==> config.mk <==
export PLATFORM = sky130hd
export DESIGN_NAME = ram_arb_rr
export DESIGN_NICKNAME = d
export VERILOG_FILES = /design/src/rtl/ram_arb_rr.sv
export SDC_FILE = /design/constraint.sdc
export NUM_CORES = 1
export LEC_CHECK = 0
export CAP_MARGIN = 20
export CORE_AREA = 8 8 153 155
export CTS_CLUSTER_SIZE = 40
export DETAILED_ROUTE_END_ITERATION = 12
export DIE_AREA = 0 0 161 163
export PLACE_DENSITY = 0.49
export SYNTH_ARGS = -nofsm -noshare
export SYNTH_HDL_FRONTEND = slang
export SYNTH_SLANG_ARGS = --single-unit
==> constraint.sdc <==
create_clock -name wb_clk -period 2 [get_ports wb_clk]
set_input_delay 0.3 -clock wb_clk [delete_from_list [all_inputs] [get_ports wb_clk]]
set_output_delay 0.3 -clock wb_clk [all_outputs]
set_load 0.02 [all_outputs]
==> src/rtl/ram_arb_rr.sv <==
// Round-robin arbiter giving NPORT Wishbone-style masters shared access to one RAM slave port.
// Define RAM_ARB_TIMEOUT_EN to abort grants whose slave stalls for TIMEOUT cycles.
module ram_arb_rr #(
  parameter int NPORT   = 4,
  parameter int WIDTH   = 10,
  parameter int TIMEOUT = 64
) (
  input  logic                   wb_clk,
  input  logic                   wb_rst,
  input  logic [NPORT-1:0]       m_cyc,
  input  logic [NPORT-1:0]       m_we,
  input  logic [4*NPORT-1:0]     m_sel,
  input  logic [WIDTH*NPORT-1:0] m_adr,
  input  logic [32*NPORT-1:0]    m_dat,
  output logic [NPORT-1:0]       m_ack,
  output logic [NPORT-1:0]       m_err,
  output logic [32*NPORT-1:0]    m_rdt,
  output logic                   x_cyc,
  output logic                   x_we,
  output logic [3:0]             x_sel,
  output logic [WIDTH-1:0]       x_adr,
  output logic [31:0]            x_dat,
  input  logic                   x_ack,
  input  logic [31:0]            x_rdt
);

  localparam int IW = (NPORT > 1) ? $clog2(NPORT) : 1;

  typedef enum logic {IDLE, GRANT} state_t;

  state_t          state_reg, state_next;
  logic [IW-1:0]   g_reg, g_next;
  logic [IW-1:0]   ptr_reg, ptr_next;
  logic [IW-1:0]   win;
  logic            granted;
  logic            timeout_hit;
  logic            ack_int;

  logic [3:0]       sel_arr [NPORT];
  logic [WIDTH-1:0] adr_arr [NPORT];
  logic [31:0]      dat_arr [NPORT];

  // First requester found scanning upward from ptr+1, wrapping at NPORT.
  function automatic logic [IW-1:0] rr_pick(input logic [NPORT-1:0] req,
                                            input logic [IW-1:0]    ptr);
    logic [IW-1:0] pick;
    logic [IW-1:0] idx;
    logic          found;
    pick  = '0;
    found = 1'b0;
    for (int k = 1; k <= NPORT; k++) begin
      idx = IW'((int'(ptr) + k) % NPORT);
      if (!found && req[idx]) begin
        pick  = idx;
        found = 1'b1;
      end
    end
    return pick;
  endfunction

  assign win = rr_pick(m_cyc, ptr_reg);

  always_ff @(posedge wb_clk or posedge wb_rst) begin
    if (wb_rst) begin
      state_reg <= IDLE;
      g_reg     <= '0;
      ptr_reg   <= IW'(NPORT - 1);
    end else begin
      state_reg <= state_next;
      g_reg     <= g_next;
      ptr_reg   <= ptr_next;
    end
  end

  always_comb begin
    state_next = state_reg;
    g_next     = g_reg;
    ptr_next   = ptr_reg;
    case (state_reg)
      IDLE: begin
        if (|m_cyc) begin
          state_next = GRANT;
          g_next     = win;
          ptr_next   = win;
        end
      end
      GRANT: begin
        if (!m_cyc[g_reg] || timeout_hit) state_next = IDLE;
      end
      default: state_next = IDLE;
    endcase
  end

  genvar gi;
  for (gi = 0; gi < NPORT; gi++) begin : g_port
    logic is_g;
    assign is_g         = (g_reg == IW'(gi));
    assign sel_arr[gi]  = m_sel[4*gi +: 4];
    assign adr_arr[gi]  = m_adr[WIDTH*gi +: WIDTH];
    assign dat_arr[gi]  = m_dat[32*gi +: 32];
    assign m_ack[gi]    = ack_int && is_g;
    assign m_err[gi]    = timeout_hit && is_g;
    assign m_rdt[32*gi +: 32] = (ack_int && is_g && !m_we[gi]) ? x_rdt : 32'd0;
  end

  // Slave-side buses are forced to zero whenever no transfer is presented.
  assign granted = (state_reg == GRANT);
  assign x_cyc   = granted && m_cyc[g_reg];
  assign x_we    = x_cyc && m_we[g_reg];
  assign x_sel   = x_cyc ? sel_arr[g_reg] : 4'd0;
  assign x_adr   = x_cyc ? adr_arr[g_reg] : '0;
  assign x_dat   = (x_cyc && m_we[g_reg]) ? dat_arr[g_reg] : 32'd0;
  assign ack_int = x_cyc && x_ack && !timeout_hit;

`ifdef RAM_ARB_TIMEOUT_EN
  localparam int CW = $clog2(TIMEOUT + 1);

  logic [CW-1:0] tmo_reg, tmo_next;

  assign timeout_hit = granted && (tmo_reg == CW'(TIMEOUT));

  always_comb begin
    tmo_next = tmo_reg;
    if (!granted || (state_next != GRANT) || x_ack) tmo_next = '0;
    else if (x_cyc)                                  tmo_next = tmo_reg + 1'b1;
  end

  always_ff @(posedge wb_clk or posedge wb_rst) begin
    if (wb_rst) tmo_reg <= '0;
    else        tmo_reg <= tmo_next;
  end
`else
  assign timeout_hit = 1'b0;
`endif

endmodule

### Word level (Yosys, flattened, before mapping)

Cells that the tools add are included.

* bits of input ports: 227
* logic and storage cells: 80
* output and inout port bits: 184
* flip-flop bits (word level): 5

* equal/unequal tests: 3
* $lt $le $gt $ge: 6
* bitwise gates (word level): 2
* add/sub/neg operators: 4
* multiplexer cells: 38
* reduce and logical (&&, ||, !) cells: 24

Operator list (count)
* $mux 32: 7
* $bmux 32 s2: 1
* $mux 10: 3
* $bmux 10 s2: 1
* $lt 2x3->1 const B: 5
* $logic_and 1x1->1: 14
* $bmux 1 s2: 6
* $mux 4: 3
* $mux 1: 11
* $bmux 4 s2: 1
* $mux 2: 4
* $logic_not 1->1: 7
* $add 2x1->2 const B: 2
* $add 2x2->2 const B: 2
* $eq 2x2->1 const B: 2
* $reduce_or 4->1: 1
* $ge 3x3->1 const B: 1
* $not 2->3: 1
* $eq 2x1->1 const B: 1
* $logic_not 2->1: 1
* $pmux 1 s2: 1
* $reduce_and 2->1: 1
* $not 1->1: 1

### Longest topological paths before layout

Gate-level depths: netlist of the first run.

* depth after elaboration: 13
* gate-level depth with buffers: 6
* mapped depth without buffers: 4

### Worst setup path before layout of the first run

OpenSTA, ideal clock, no wires.

* path type: register to output
* start: register g_reg[1]
* end: output m_rdt[33]
* data arrival time: 1.562 ns
* stages on the path, launching flop included: 7
* path slack: 0.138 ns
* path buffers: 3
* data required time: 1.700 ns
* cell sequence: dfrtp_1 buf_2 nand3b_1 or3b_1 clkbuf_1 buf_2 nor2_1

* longest elaborated chain between the ends: 7
* elaborated cells between the ends (all ways): 8
* those cells by class: eq/ne: 1; mux: 3; reduce/logical: 4

Ends and longest elaborated chain
* start, declared: line 32 `logic [IW-1:0] g_reg, g_next;`
* start signal, assigned: line 70 `g_reg <= g_next;`
* $bmux 1 s2: line 108 `assign x_cyc = granted && m_cyc[g_reg];`
* $mux 1 (implied by the code): line 108
* $logic_and 1x1->1: line 108
* $logic_and 1x1->1: line 113 `assign ack_int = x_cyc && x_ack && !timeout_hit;`
* $logic_and 1x1->1 (*) (2 in a row): line 103 `assign m_rdt[32*gi +: 32] = (ack_int && is_g && !m_we[gi]) ? x_rdt : 32'd0;`
* $mux 32 (*): line 103
* end, declared: line 17 `output logic [32*NPORT-1:0] m_rdt,`

Mark *: on every way between the ends. The rest lies on a longest branch, timed or not. The select of a mux whose other input is x is not followed.

### Worst setup path in the final report of the first run

* start: register g_reg[0]
* end: output x_sel[3]

* longest elaborated chain between the ends: 5
* elaborated cells between the ends (all ways): 8
* those cells by class: mux: 6; bitwise: 1; reduce/logical: 1

Ends and longest elaborated chain
* $not 2->3 (implied by the code): line 110 `assign x_sel = x_cyc ? sel_arr[g_reg] : 4'd0;`
* $bmux 4 s2: line 110
* $mux 4 (implied by the code) (2 in a row): line 110
* $mux 4 (*): line 110
* end, declared: line 20 `output logic [3:0] x_sel,`

Marked as above.

==> metrics.txt, run 1 <==
run status finished, violations left; failing checks setup timing; Multi-input gate area 2800 um2; FP Rows 53; P_sw ~2.8 mW; via/cell ratio 4.17; fill count around 2,100; Cell Area, Placed 7300 um2; setup violators final 176; layout cells sized above 1 0.504; crit path DAT between 1.5 and 2 ns; CP max stage delay 0.50 ns; max frequency between 400 and 500 MHz; drt total wl 23,100 um; critical path buffer and inverter count 4; router iterations before antenna repair 4; largest buffer count on any clock path 2; share of the synthesized area in the top cell type 0.410; clk sink count 5; Startpoint Class flop; port buffer count 406; leading area contributor after synthesis mux4_2; Synth-to-Final Area Change 213%; sequential element share of the synthesized area 0.0485; post-DP HPWL 18,500 um; die height 163 um; Worst-Skew Late Latency 0.23 ns; Critical Path Fanout Max 8; drt initial violations 200; Worst VDD drop 496 uV; Flop pwr share 0.038; GRT Total Usage 0.157; Switching Fraction 0.407; Worst EP required around 1.7 ns; core area 20,800 um2; Int Power 4.12 mW; Mean Syn Cell Area 7.46 um2; Final nets 1,016; vias in the first global route 4,852; routed vias 4,450; io pins between 400 and 500; Leak 3.43 nW; Warnings, synthesis 0; non-filler cells, final approximately 1,100; Finished Cell Area 8230 um2; fin. max-slew vios 0; GRT overflow 0; clock root cell clkbuf_16; top-count cell post-synth nor2_1; CP delay by family, top buffers and inverters; Crit-path slowest cell dfrtp_4; count of unique library cells instantiated by Yosys 34; Reg area 133 um2; WL per Instance about 22 um; crit-path cells buf_12, buf_12, buf_12, mux4_2, and3_4, buf_6; Logic pwr share 0.915; HP Class in2async; die area 26,200 um2; worst setup path class reg2out; DRT antenna net count 0; maxcap violations 0; first-pass GRT wire length between 30,000 and 40,000 um; DRC violations left 0; final hold vios 0; Yosys reg bits 5; CP dominant cell by count buf_12; FF-to-FF setup slack 0.36 ns; initial antenna violation count 6; Inst Count DP 1,034; CTS buffer count 3; initial core utilization 0.126; pwr dens 844 nW/um2; share of synthesized registers carrying an async set or reset 1.00; Die X 161 um; Clock power frac 0.048; CTS clk-pin slew, worst paths 0.04 ns; gp weighted congestion 0.828; largest net degree at the start of global routing 33; ys flop type dfrtp_1; Final Skew 0.00328 ns; Syn Inst Count 353; CTS HTree Levels 1; Synth area leaders mux4_2 (41%), nor2_1 (19%), nor2b_1 (7.8%); CTS tree built; RSZ-0062 raised after global routing true; Post-synth EDFFs 0; Crit. End Element primary output; Post-Synthesis Cell Area 2630 um2; Commonest cells post-synth nor2_1 (134), mux4_2 (48), nand2_1 (39), nor2b_1 (33), buf_2 (22); setup slack after layout -0.216 ns; clock period minus worst slack between 2 and 2.5 ns; fraction of the cycle the final worst path needs 1.11
## path summary, 6_finish.rpt
| check | startpoint | endpoint | depth (start not counted) |
|---|---|---|---|
| hold reg to reg | ptr_reg[0] | ptr_reg[0] | 2 |
| max in group asynchronous | wb_rst | ptr_reg[1] | 2 |
| min in group wb_clk | ptr_reg[0] | ptr_reg[0] | 2 |
| hold / removal | wb_rst | g_reg[1] | 2 |
| setup / recovery | g_reg[0] | x_sel[3] | 6 |
| setup reg to reg | g_reg[0] | granted | 6 |
## power by group through the flow
stage	clock network (mW)	logic, mW	registers [mW]
after floorplan	0	2.78	0.193
after global placement	0	5.03	0.278
after detailed placement	0	5.00	0.276
after CTS	0.337	5.95	0.264
after global routing	0.348	6.74	0.280
final	0.331	6.36	0.262
## worst reg2reg max path: stages (launching register included)
cell and delay (ns):
dfrtp_4 0.45, mux4_2 0.56, buf_6 0.17, buf_16 0.14, nand2_4 0.07, buf_4 0.09, nand2_1 0.05
## kinds of logic (layout without fill, tap and decap cells)
logic type,after synthesis,in the layout,synth area share
buf+inv,49,481,0.102
compound gates,14,14,0.0371
simple gates,236,236,0.401
mux,48,48,0.410
flops,5,5,0.0485
other cells,1,8,0.00142
## through the flow
step	total power, mW	worst slack (ns)	utilization	hold WS (ns)	setup TNS, ns
6_report	6.95	-0.216	0.395	0.281	-22.29
5_1_grt	7.37	-0.300	0.395	0.307	-35.90
3_5_place_dp	5.28	-0.706	0.351	0.516	-105.43
2_1_floorplan	2.97	0.138	-	0.0771	0
3_3_place_gp	5.31	-0.692	0.351	0.518	-105.33
4_1_cts	6.56	-0.287	0.362	0.280	-29.13
## cells in the final DEF, fill, tap and decap left out, types with 2 or more instances in the layout
master / n
buf_4: 118
nor3_1: 2
buf_16: 4
o21ai_0: 2
nand3b_1: 3
and3_1: 3
nand2_1: 38
or3b_4: 2
inv_1: 3
mux4_2: 48
dfstp_2: 2
nor2_4: 30
nor2b_1: 9
clkbuf_2: 4
conb_1: 4
diode_2: 4
dlygate4sd2_1: 6
buf_12: 22
clkdlybuf4s50_1: 219
clkbuf_16: 7
buf_6: 89
nor2_1: 85
nor2_2: 19
a21oi_1: 4
buf_2: 4
nor2b_4: 24
and3_4: 11
or3_4: 2
## area by class of cell
| class | count | share of cell area |
|---|---|---|
| Tap cell | 275 | 0.0418 |
| Antenna cell | 4 | 0.00122 |
| Inverter | 5 | 0.00258 |
| Sequential cell | 5 | 0.0161 |
| Clock buffer | 4 | 0.00957 |
| Timing Repair Buffer | 472 | 0.589 |
| Multi-Input combinational cell | 302 | 0.340 |
## timing repair
action,CTS,global route
gates cloned,7,6
buffers inserted,15,2
pin swaps,5,9
endpoints found under the setup margin,180,180
hold buffers,0,0
resized for setup,825,324
## routing by layer
metal	global-route usage	wire length, um	vias to the layer above
met5	0	26	-
met1	0.169	8760	2109
met2	0.294	12300	205
met4	0.0404	558	4
met3	0.0468	1520	40
li1	-	-	2092
(Power assumes the default switching activity.)
==> run 2, diff against run 1 <==
GPL_TIMING_DRIVEN = 0   (was default)
==> run 2 against run 1 <==
Against the previous run:
- the run still ends with setup timing left
- register-to-register slack got worse by 0.05 ns
- sequential share of layout area down 0.15 points
- critical path depth grew 1
- final cell count grew 1.5%
- flip-flop and latch count stayed put
- maximum frequency fell by 0.99%
- cell area grew 6.8%
- non-clock buffer count is 20 higher
==> metrics.txt, run 2 (synthesized netlist as in run 1, its figures left out) <==
run status finished, violations left (unchanged); failing checks setup timing (unchanged); fraction of the cycle the final worst path needs 1.12 (was 1.11); worst setup path class reg2out (unchanged); Worst R2R Path Depth 7 (was 6); CTS clk-pin slew, worst paths 0.03 ns (was 0.04 ns); crit path DAT 1.94 ns (was 1.92 ns); WL per Instance 22.4 um (was 21.7 um); Setup crit start g_reg[1] (was g_reg[0]); Worst VDD drop 430 uV (was 496 uV); setup slack at placement -0.985 ns (was -0.706 ns); Worst-Skew Late Latency 0.22 ns (was 0.23 ns); io pins 411 (unchanged); FP Rows 53 (unchanged); fin. max-slew vios 0 (unchanged); Die X 161 um (unchanged); GRT Total Usage 0.169 (was 0.157); Startpoint Class flop (unchanged); port buffer count 404 (was 406); # diodes 0 (was 4); clock period minus worst slack 2.24 ns (was 2.22 ns); largest buffer count on any clock path 2 (unchanged); first-pass GRT wire length 33,700 um (was 32,000 um); maxcap violations 0 (unchanged); FF-to-FF setup slack 0.31 ns (was 0.36 ns); drt initial violations 158 (was 200); Post-CTS Hold Fix Bufs 0 (unchanged); DRT antenna net count 0 (unchanged); layout cells sized above 1 0.553 (was 0.504); Final Skew 0.000245 ns (was 0.00328 ns); Worst EP required 1.70 ns (about the same); Reg2Reg Launch Point g_reg[0] (unchanged); gp weighted congestion 0.816 (was 0.828); Worst setup endpoint m_rdt[60] (was x_sel[3]); most common cell after layout, fill and taps aside clkdlybuf4s50_1 (unchanged); RSZ-0062 raised after global routing true (unchanged); Crit. End Element primary output (unchanged); GRT overflow 0 (unchanged); setup slack after layout -0.238 ns (was -0.216 ns); setup violators final 170 (was 176); pwr dens 757 nW/um2 (was 844 nW/um2); HP Class in2async (unchanged); Leak 3.49 nW (was 3.43 nW); routed vias 4,532 (was 4,450); Critical Path Fanout Max 5 (was 8); Synth-to-Final Area Change 234% (was 213%); core area 20,800 um2 (unchanged); clk sink count 5 (unchanged); non-filler cells, final 1,083 (was 1,067); final setup TNS -21.51 ns (was -22.29 ns); post-DP HPWL 19,100 um (was 18,500 um); via/cell ratio 4.18 (was 4.17); Final nets 1,036 (was 1,016); initial core utilization 0.126 (unchanged); drt total wl 24,200 um (was 23,100 um); initial antenna violation count 2 (was 6); router iterations before antenna repair 4 (unchanged); clock root cell clkbuf_16 (unchanged); vias in the first global route 4,913 (was 4,852); final hold vios 0 (unchanged); CTS tree built (unchanged); CTS HTree Levels 1 (unchanged); commonest non-fill, non-tap cells in the layout clkdlybuf4s50_1 (221), buf_6 (144), nor2_4 (82) (was clkdlybuf4s50_1 (219), buf_4 (118), buf_6 (89)); Inst Count DP 1,035 (was 1,034); die area 26,200 um2 (unchanged); die height 163 um (unchanged); largest net degree at the start of global routing 11 (was 33); r2r endpoint granted (unchanged); CTS buffer count 3 (unchanged); max frequency 447 MHz (was 451 MHz); DRC violations left 0 (unchanged); WHS 0.280 ns (was 0.281 ns)
==> run 2: changes by cell type in the layout (fill, tap and decap cells not counted), moves of 15 or more <==
| cell | change |
|---|---|
| buf_6 | +55 |
| nor2b_1 | +16 |
| nor2_1 | -43 |
| buf_4 | -45 |
| buf_8 | +15 |
| nor2b_4 | -16 |
| nor2_4 | +52 |
==> run 2: power breakdown <==
part           internal [mW]  switching (mW)  total [mW]  leakage (nW)
registers              0.172          0.0573       0.229        0.0546
logic                   3.36            2.75        6.11          3.40
clock network          0.264          0.0619       0.326        0.0382
total                   3.79            2.87        6.66          3.49
==> run 2: how the worst min path moves through the flow <==
stage               endpoint  slack, ns  depth (start not counted)
global route         granted       0.34                          2
global placement    g_reg[1]       0.52                          2
CTS                 g_reg[1]       0.29                          2
floorplan           g_reg[0]       0.08                          1
detailed placement  g_reg[1]       0.52                          2
finish               granted       0.28                          2
==> run 2: layout make-up <==
| class | instances | area (um2) |
|---|---|---|
| multi-input cells | 302 | 3080 |
| well taps | 275 | 344 |
| inverters | 5 | 18.8 |
| fillers | 2031 | 12000 |
| clock buffers | 4 | 78.8 |
| plain buffers | 38 | 433 |
| repair buffers | 454 | 4710 |
| flip-flops and latches | 5 | 129 |
==> run 2: through the flow <==
stage                     cell area, um2  utilization  power [mW]
after detailed placement            7030        0.338        4.92
after global placement              7030        0.338        4.93
after CTS                           8100        0.389        6.56
final                               8800        0.422        6.66
after global routing                8800        0.422        7.06
after floorplan                     2650            -        2.97
==> run 2: routing by layer <==
layer  routed length [um]  global-route usage  share of wire  up-vias
met5                   26                   0         0.0011        -
met4                  319              0.0168          0.013        4
met3                 1590              0.0490          0.065       26
met2                13400               0.330           0.55      185
met1                 8920               0.180           0.37     2194
li1                     -                   -              -     2123
==> run 2: worst max-delay path, stage by stage (launching register included) <==
cell      delay (ns)
dfrtp_2         0.43
nand3b_1        0.19
or3b_4          0.43
buf_8           0.15
buf_8           0.13
buf_12          0.13
nor2_4          0.10
buf_6           0.14
==> run 2: timing repair <==
action	CTS	global route
cloned	10	2
buffers inserted	34	8
resized for setup	1168	182
pin swaps	19	24
setup endpoints to repair	180	177
==> run 3, diff against run 2 <==
GPL_TIMING_DRIVEN = default   (was 0)
==> results of run 3 <==
No change in the layout: final DEF, timing and power equal those of run 1.
